**src/rtl/psum_accumulator_if.sv**
```systemverilog
`default_nettype none
// ============================================================================
// Module : psum_accumulator_if
// Brief  : Partial-sum input stream and result output stream for one column.
// Rev    : 1.0  initial release
// ============================================================================
interface psum_accumulator_if #(
    parameter int P_BITWIDTH   = 24,
    parameter int ACC_BITWIDTH = 32
);
    logic                    p_valid;
    logic [P_BITWIDTH-1:0]   p_in;
    logic                    out_valid;
    logic                    out_ready;
    logic [ACC_BITWIDTH-1:0] out_data;
    logic                    out_last;

    // master is the surrounding array/downstream side, slave is the accumulator
    modport master (
        output p_valid, p_in, out_ready,
        input  out_valid, out_data, out_last
    );
    modport slave (
        input  p_valid, p_in, out_ready,
        output out_valid, out_data, out_last
    );
endinterface
`default_nettype wire

```
**src/rtl/psum_accumulator.sv**
```systemverilog
`default_nettype none
// ============================================================================
// Module : psum_accumulator
// Brief  : Accumulates column partial sums across K-tiles in a row buffer and
//          drains the results over valid/ready. Optional macro: ACC_SAT_EN.
// Rev    : 1.0  initial release
// ============================================================================
module psum_accumulator #(
    parameter int P_BITWIDTH   = 24,
    parameter int ACC_BITWIDTH = 32,
    parameter int DEPTH        = 16,
    localparam int AW          = (DEPTH > 1) ? $clog2(DEPTH) : 1
) (
    input  wire logic          clk,
    input  wire logic          rst,
    input  wire logic          start,
    input  wire logic [AW:0]   rows_cfg,
    input  wire logic [7:0]    tiles_cfg,
    output logic               busy,
    output logic               done,
    output logic               dropped,
    output logic               sat_flag,
    psum_accumulator_if.slave  bus
);

    localparam logic [AW:0]   ROWS_MAX = (AW+1)'(DEPTH);
    localparam logic [AW:0]   ONE_R    = 1;
    localparam logic [AW-1:0] ONE_P    = 1;

    typedef enum logic [1:0] {
        IDLE  = 2'd0,
        ACCUM = 2'd1,
        DRAIN = 2'd2
    } state_t;

    state_t                  state;
    state_t                  state_nxt;
    logic [AW:0]             rows;
    logic [7:0]              tiles;
    logic [7:0]              tile_cnt;
    logic [AW-1:0]           wr_ptr;
    logic [AW-1:0]           rd_ptr;
    logic [AW-1:0]           rd_next;
    logic [ACC_BITWIDTH-1:0] row_buf [DEPTH];
    logic [ACC_BITWIDTH-1:0] p_ext;
    logic [ACC_BITWIDTH-1:0] wr_data;
    logic                    cfg_ok;
    logic                    accept;
    logic                    acc_en;
    logic                    wr_last;
    logic                    tile_last;
    logic                    hs;
    logic                    drain_end;

    assign busy = (state != IDLE);

    always_comb begin
        state_nxt = state;
        accept    = 1'b0;
        acc_en    = 1'b0;
        drain_end = 1'b0;
        cfg_ok    = (rows_cfg != '0) && (rows_cfg <= ROWS_MAX) && (tiles_cfg != 8'd0);
        wr_last   = ({1'b0, wr_ptr} == (rows - ONE_R));
        tile_last = (tile_cnt == (tiles - 8'd1));
        hs        = bus.out_valid && bus.out_ready;
        rd_next   = rd_ptr + ONE_P;
        case (state)
            IDLE: begin
                if (start && cfg_ok) begin
                    accept    = 1'b1;
                    state_nxt = ACCUM;
                end
            end
            ACCUM: begin
                if (bus.p_valid) begin
                    acc_en = 1'b1;
                    if (wr_last && tile_last) begin
                        state_nxt = DRAIN;
                    end
                end
            end
            DRAIN: begin
                if (hs && bus.out_last) begin
                    drain_end = 1'b1;
                    state_nxt = IDLE;
                end
            end
            default: state_nxt = IDLE;
        endcase
    end

`ifdef ACC_SAT_EN
    logic [ACC_BITWIDTH:0] sum_full;
    logic                  sat_hit;

    always_comb begin
        p_ext    = ACC_BITWIDTH'(bus.p_in);
        sum_full = {1'b0, row_buf[wr_ptr]} + {1'b0, p_ext};
        sat_hit  = sum_full[ACC_BITWIDTH] && (tile_cnt != 8'd0);
        if (tile_cnt == 8'd0) begin
            wr_data = p_ext;
        end else if (sat_hit) begin
            wr_data = '1;
        end else begin
            wr_data = sum_full[ACC_BITWIDTH-1:0];
        end
    end

    always_ff @(posedge clk) begin
        if (rst) begin
            sat_flag <= 1'b0;
        end else if (accept) begin
            sat_flag <= 1'b0;
        end else if (acc_en && sat_hit) begin
            sat_flag <= 1'b1;
        end
    end
`else
    always_comb begin
        p_ext   = ACC_BITWIDTH'(bus.p_in);
        wr_data = (tile_cnt == 8'd0) ? p_ext : (row_buf[wr_ptr] + p_ext);
    end

    assign sat_flag = 1'b0;
`endif

    always_ff @(posedge clk) begin
        if (rst) begin
            state <= IDLE;
        end else begin
            state <= state_nxt;
        end
    end

    // Buffer has no reset: the first tile of every job overwrites each row.
    always_ff @(posedge clk) begin
        if (acc_en) begin
            row_buf[wr_ptr] <= wr_data;
        end
    end

    always_ff @(posedge clk) begin
        if (rst) begin
            rows          <= '0;
            tiles         <= 8'd0;
            tile_cnt      <= 8'd0;
            wr_ptr        <= '0;
            rd_ptr        <= '0;
            done          <= 1'b0;
            dropped       <= 1'b0;
            bus.out_valid <= 1'b0;
            bus.out_last  <= 1'b0;
            bus.out_data  <= '0;
        end else begin
            done <= drain_end;

            if (accept) begin
                rows     <= rows_cfg;
                tiles    <= tiles_cfg;
                tile_cnt <= 8'd0;
                wr_ptr   <= '0;
                rd_ptr   <= '0;
                dropped  <= 1'b0;
            end else if (bus.p_valid && (state != ACCUM)) begin
                dropped <= 1'b1;
            end

            if (acc_en) begin
                if (wr_last) begin
                    wr_ptr   <= '0;
                    tile_cnt <= tile_cnt + 8'd1;
                    if (tile_last) begin
                        // A single-row job reads the word being written this edge.
                        bus.out_valid <= 1'b1;
                        bus.out_data  <= (rows == ONE_R) ? wr_data : row_buf[0];
                        bus.out_last  <= (rows == ONE_R);
                        rd_ptr        <= '0;
                    end
                end else begin
                    wr_ptr <= wr_ptr + ONE_P;
                end
            end

            if ((state == DRAIN) && hs) begin
                if (bus.out_last) begin
                    bus.out_valid <= 1'b0;
                    bus.out_last  <= 1'b0;
                end else begin
                    rd_ptr       <= rd_next;
                    bus.out_data <= row_buf[rd_next];
                    bus.out_last <= ({1'b0, rd_next} == (rows - ONE_R));
                end
            end
        end
    end

endmodule
`default_nettype wire

```
**src/flat_wrapper.sv**
```systemverilog
// flat-port wrapper written by rule: the top's interface ports become plain ports
module psum_accumulator_flat 
#(
    parameter int P_BITWIDTH   = 24,
    parameter int ACC_BITWIDTH = 32,
    parameter int DEPTH        = 16,
    localparam int AW          = (DEPTH > 1) ? $clog2(DEPTH) : 1
)
  (clk, rst, start, rows_cfg, tiles_cfg, busy, done, dropped, sat_flag, bus_p_valid, bus_p_in, bus_out_ready, bus_out_valid, bus_out_data, bus_out_last);
  psum_accumulator_if #(.P_BITWIDTH(P_BITWIDTH), .ACC_BITWIDTH(ACC_BITWIDTH)) bus_i ();
  input  wire logic clk;
  input  wire logic rst;
  input  wire logic start;
  input  wire logic [AW:0] rows_cfg;
  input  wire logic [7:0] tiles_cfg;
  output logic busy;
  output logic done;
  output logic dropped;
  output logic sat_flag;
  input wire logic [$bits(bus_i.p_valid)-1:0] bus_p_valid;
  input wire logic [$bits(bus_i.p_in)-1:0] bus_p_in;
  input wire logic [$bits(bus_i.out_ready)-1:0] bus_out_ready;
  output wire logic [$bits(bus_i.out_valid)-1:0] bus_out_valid;
  output wire logic [$bits(bus_i.out_data)-1:0] bus_out_data;
  output wire logic [$bits(bus_i.out_last)-1:0] bus_out_last;
  assign bus_i.p_valid = bus_p_valid;
  assign bus_i.p_in = bus_p_in;
  assign bus_i.out_ready = bus_out_ready;
  assign bus_out_valid = bus_i.out_valid;
  assign bus_out_data = bus_i.out_data;
  assign bus_out_last = bus_i.out_last;
  psum_accumulator #(.P_BITWIDTH(P_BITWIDTH), .ACC_BITWIDTH(ACC_BITWIDTH), .DEPTH(DEPTH)) u_core (.clk(clk), .rst(rst), .start(start), .rows_cfg(rows_cfg), .tiles_cfg(tiles_cfg), .busy(busy), .done(done), .dropped(dropped), .sat_flag(sat_flag), .bus(bus_i));
endmodule
```
**config.mk**
```make
export PLATFORM = sky130hd
export DESIGN_NAME = psum_accumulator_flat
export DESIGN_NICKNAME = d
export VERILOG_FILES = /design/src/rtl/psum_accumulator_if.sv /design/src/rtl/psum_accumulator.sv /design/src/flat_wrapper.sv
export SDC_FILE = /design/constraint.sdc
export NUM_CORES = 1
export LEC_CHECK = 0
export CAP_MARGIN = 20
export CORE_MARGIN = 2
export CORE_UTILIZATION = 45
export DETAILED_ROUTE_END_ITERATION = 7
export PLACE_DENSITY = 0.65
export SYNTH_ARGS = -nofsm -noshare
export SYNTH_HDL_FRONTEND = slang
export SYNTH_SLANG_ARGS = --single-unit
```
**constraint.sdc**
```tcl
create_clock -name clk -period 8 [get_ports clk]
set_clock_uncertainty 0.05 [all_clocks]
set_input_delay 0.8 -clock clk [delete_from_list [all_inputs] [get_ports clk]]
set_output_delay 0.8 -clock clk [all_outputs]
set_load 0.01 [all_outputs]
```
# Word-level counts from Yosys, hierarchy flattened
# Memory sizes are Yosys's and may differ from the RTL's. A register that Yosys moved wholly into a read port is not among the register bits.
# Index checks and enable logic that the tools add are counted.
[op_classes]
n_reduce_logical = 21
n_bitwise = 1
div_mod_pow = 0
multipliers = 0
add_sub_neg = 6
magnitude_cmp = 1
shift = 0
n_eq_ne = 11
muxes = 43
[ops]
columns = ["cell", "n"]
rows = [
  ["32-bit two-way mux", 7],
  ["4-bit two-way mux", 11],
  ["32-bit by 24-bit adder with 32-bit output", 1],
  ["8-bit two-way mux", 3],
  ["1-bit two-way mux", 17],
  ["4-bit by 5-bit == test with 1-bit output", 2],
  ["2-bit nonzero test", 5],
  ["4-bit by 1-bit adder with 4-bit output (second input constant)", 2],
  ["8-bit by 1-bit adder with 8-bit output (second input constant)", 1],
  ["8-bit == test", 1],
  ["1-bit logical AND", 8],
  ["8-bit zero test", 1],
  ["2-bit two-way mux", 4],
  ["2-bit by 1-bit != test with 1-bit output (second input constant)", 4],
  ["8-bit nonzero test", 1],
  ["8-bit by 1-bit subtractor with 8-bit output (second input constant)", 1],
  ["2-bit case mux with 3 select lines", 1],
  ["5-bit by 1-bit == test with 1-bit output (second input constant)", 1],
  ["5-bit less-or-equal comparator (second input constant)", 1],
  ["5-bit nonzero test", 1],
  ["5-bit by 1-bit subtractor with 5-bit output (second input constant)", 1],
  ["4-bit AND reduction", 1],
  ["2-bit OR reduction", 2],
  ["3-bit AND reduction", 1],
  ["other kinds (5)", 5],
]
[totals]
register_bits = 67
output_inout_bits = 38
latch_bits = 0
mem_bits_ro = 0
elab_cells = 95
ram_bits = 512
memories = 1
[mem_list]
columns = ["memory", "words", "width", "rd", "rd_clocked_by_memory_dff", "write_ports", "line", "rtl"]
rows = [
  ["u_core.row_buf", 16, 32, 3, 1, 1, "psum_accumulator.sv:44", "logic [ACC_BITWIDTH-1:0] row_buf [DEPTH];"],
]

# Logic depth before layout (Yosys ltp)
[depth]
word_depth = 12
ltp_mapped = 18
depth_no_buf = 13

# Worst setup path after synthesis
# OpenSTA, ideal clock, no wires.
[synth_path]
kind = "reg-to-reg"
start = "register (tool-made name)"
end = "memory u_core.row_buf[0][16], data pin"
setup_time_ns = 0.340
path_stages_with_launch = 18
synth_period_minus_slack_ns = 5.832
path_buffers = 5
path_slack_ns = 2.168
arrival_ns = 5.441
t_required_ns = 7.610
path_cell_list = "dfxtp_1 > buf_4 > buf_2 > buf_2 > buf_2 > buf_2 > mux4_2 > mux4_2 > ha_1 > inv_1 > fa_1 > nor2b_1 > o2111a_1 > or3_1 > a2111oi_1 > o221ai_1 > xnor2_1 > o21ai_0"
[synth_rtl]
columns = ["item", "line"]
rows = [
  ["end: declaration", "psum_accumulator.sv:44"],
]

==> qor.txt <==
Hold Fails Final Rpt: 0
commonest non-fill, non-tap cells in the layout: edfxtp_1, mux4_2, nor2_1, nand2_1, clkdlybuf4s50_1
largest net degree at the start of global routing: 87
Max Slew Vio Count: 0
CTS Buffer Depth: 3
core box area: 63,100 um^2
f_max: 161 MHz
sw frac: 21.7%
Starting Density: 45.4%
first drt pass iteration count: 5
clock edge transition at the registers on the reported setup and hold paths: 70 ps
worst hold path type: reg -> reg
Multi-input gate area: 11,400 um^2
Starting DRT DRC Count: 2,111
post-CTS setup buffer count: 0
Netlist Area Pre-Place: 28,700 um^2
Worst-Margin Slew: 1120 ps
register area: 16,800 um^2
Tot GR Track Use: 24.6%
CP required: 8250 ps
commonest non-fill, non-tap cell in the layout: edfxtp_1
die area: 65,700 um^2
part of the cycle the worst path needs: 77.6%
syn nets: 1,810
flop2flop setup slack: 1790 ps
Setup CP Type: reg -> reg
status: completed
Area Growth Syn to Fin: 13.4%
later-pin clock latency in the skew report: 640 ps
Slew headroom: 25.4%
EDFF count, synth: 512
r2r endpoint: u_core.row_buf[11][31]
CTS Root Cell: clkbuf_16
Site Rows: 92
critical path startpoint category: register
Die W: 256 um
# IOs: 80
max-cap violations: 0
vias in the first global route: 18,000
Static Leak: 9.86 nW
die height: 256 um
Final #Nets: 1,890
routed vias: 17,700
endpoints failing setup: 0
Synth cell types: 65
Critical Path End Type: register
Final Non-Filler Cells: 2,708
Worst Setup EP: u_core.row_buf[11][31]
Seq pwr share: 51.7%
CTS sink count: 583
post-DP HPWL: 45,600 um
Max IR drop VDD: 0.000163 V
PwrDens: 198 nW/um^2
min cycle time layout: 6210 ps
hold_buf cts: 0
CTS tree: yes
CTS Buf Count: 57
combinational fraction of design power: 5.5%
post-CTS sizing: 0
worst r2r path cells: 11
CTS H-tree lvls: 2
crit path max fanout: 76
Async SR Flop Fraction: 0%
Antenna Nets Post-Route: 0
post-synthesis sequential element count: 583
Setup Total Neg Slack: 0 ps
Warnings, synthesis: 0
first-pass GRT wire length: 119,000 um
internal power: 5.03 mW
post-synthesis sequential area ratio: 58.6%
via/cell ratio: 6.55
Cells after Synth: 1,733
P_sw: 1.40 mW
# DRC: 0
fillers: 5,152
share of cells above drive strength 1: 26.6%
port bufs: 78
total gr overflow: 0
synthesized area per cell: 16.5 um^2
Placed Cells: 2,592
initial antenna violation count: 4
Clk pwr share: 42.8%
# diodes: 0
Routed WL per cell: 29.7 um
Crit path arrival time: 6460 ps
drt total wl: 80,400 um
GPL Wtd Cong: 0.847
RSZ-0062 raised after global routing: no
ys flop type: edfxtp_1
[worst min path at each step]
stage	startpoint	end	depth (start not counted)
2_1_floorplan	u_core.tiles[7]	u_core.tiles[7]	2
3_3_place_gp	u_core.tiles[7]	u_core.tiles[7]	2
3_5_place_dp	u_core.tiles[7]	u_core.tiles[7]	2
4_1_cts	u_core.tiles[7]	u_core.tiles[7]	2
5_1_grt	u_core.tiles[7]	u_core.tiles[7]	2
6_report	u_core.tiles[7]	u_core.tiles[7]	2
[synthesized netlist by cell type (4+ instances only)]
master	instances	share of area, %
edfxtp_1	512	54
mux4_2	314	25
nor2_1	115	1.5
nand2_1	89	1.2
clkbuf_1	75	0.98
a21oi_1	72	1.3
dfxtp_1	71	5.0
o21ai_0	48	0.84
nor3_1	43	0.75
ha_1	34	1.5
xnor2_1	24	0.73
nand3_1	23	0.40
and2_1	22	0.48
inv_1	22	0.29
xor2_1	20	0.61
buf_1	19	0.25
o21a_1	16	0.42
a211oi_1	14	0.37
a21o_1	14	0.37
buf_2	14	0.24
nor2b_1	14	0.31
or3_1	14	0.31
and3_1	10	0.22
nand4_1	10	0.22
nor4_1	10	0.22
a31oi_1	9	0.20
o211ai_1	8	0.21
a311oi_1	7	0.21
nor3b_1	7	0.18
a221oi_1	6	0.18
mux2i_1	5	0.17
nand3b_1	5	0.13
nor4b_1	5	0.15
o21bai_1	5	0.13
o31ai_1	5	0.13
a22oi_1	4	0.10
buf_4	4	0.10
nand2b_1	4	0.087
[per-stage QoR]
stage	setup WS (ps)	util (%)	total power [mW]	cell area, um^2	hold slack (ps)
2_1_floorplan	2170	-	3.61	28700	398
3_3_place_gp	1930	48.4	3.72	30500	422
6_report	1790	51.5	6.43	32500	434
3_5_place_dp	1830	48.4	3.73	30500	430
5_1_grt	1370	51.5	6.62	32500	472
4_1_cts	1770	51.4	6.46	32400	438
[cells by family after synthesis]
| logic type | share of synthesized area [%] |
|---|---|
| mux | 24.8 |
| xor+xnor | 1.40 |
| compound gates | 5.16 |
| buf+inv | 1.91 |
| simple gates | 6.54 |
| flops | 58.6 |
| fa+ha+maj | 1.55 |
| other cells | 0.0131 |
[critical path, stage by stage, from the launching register on]
cell,delay (ps)
dfxtp_4,880
buf_12,590
mux4_2,610
mux4_2,540
ha_1,480
nand4_1,230
or3_1,420
o2111ai_1,570
nand3_1,260
or2_2,340
xor2_1,150
nor2_1,650
[sequential cells by signal, summed over array words and instances (netlist names), named ones only]
register / flops
u_core.rows: 5
u_core.tiles: 8
u_core.bus.out_last: 1
u_core.state: 2
u_core.rd_ptr: 4
u_core.done: 1
u_core.bus.out_data: 32
u_core.tile_cnt: 8
u_core.dropped: 1
u_core.bus.out_valid: 1
u_core.row_buf: 512
u_core.wr_ptr: 4
[metal layers]
layer / vias up / share of wire, % / global-route usage (%)
li1: 7309 / - / -
met1: 9344 / 39 / 33.2
met2: 932 / 50 / 41.4
met3: 137 / 8.9 / 4.32
met4: 2 / 2.8 / 7.03
met5: - / 0.016 / 0
[power groups by stage]
stage,registers [mW],clock network (mW),logic (mW)
2_1_floorplan,3.38,0,0.237
3_3_place_gp,3.39,0,0.337
3_5_place_dp,3.39,0,0.346
4_1_cts,3.32,2.79,0.347
5_1_grt,3.32,2.91,0.383
6_report,3.32,2.75,0.354
[cell type report]
class / count / area share, %
well taps: 846 / 3.26
multi-input cells: 1015 / 35.1
inverters: 22 / 0.254
clock buffers: 69 / 4.56
clock inverters: 39 / 1.30
repair buffers: 134 / 3.83
flip-flops and latches: 583 / 51.7
Note: power is estimated with default switching activity, not from simulation.
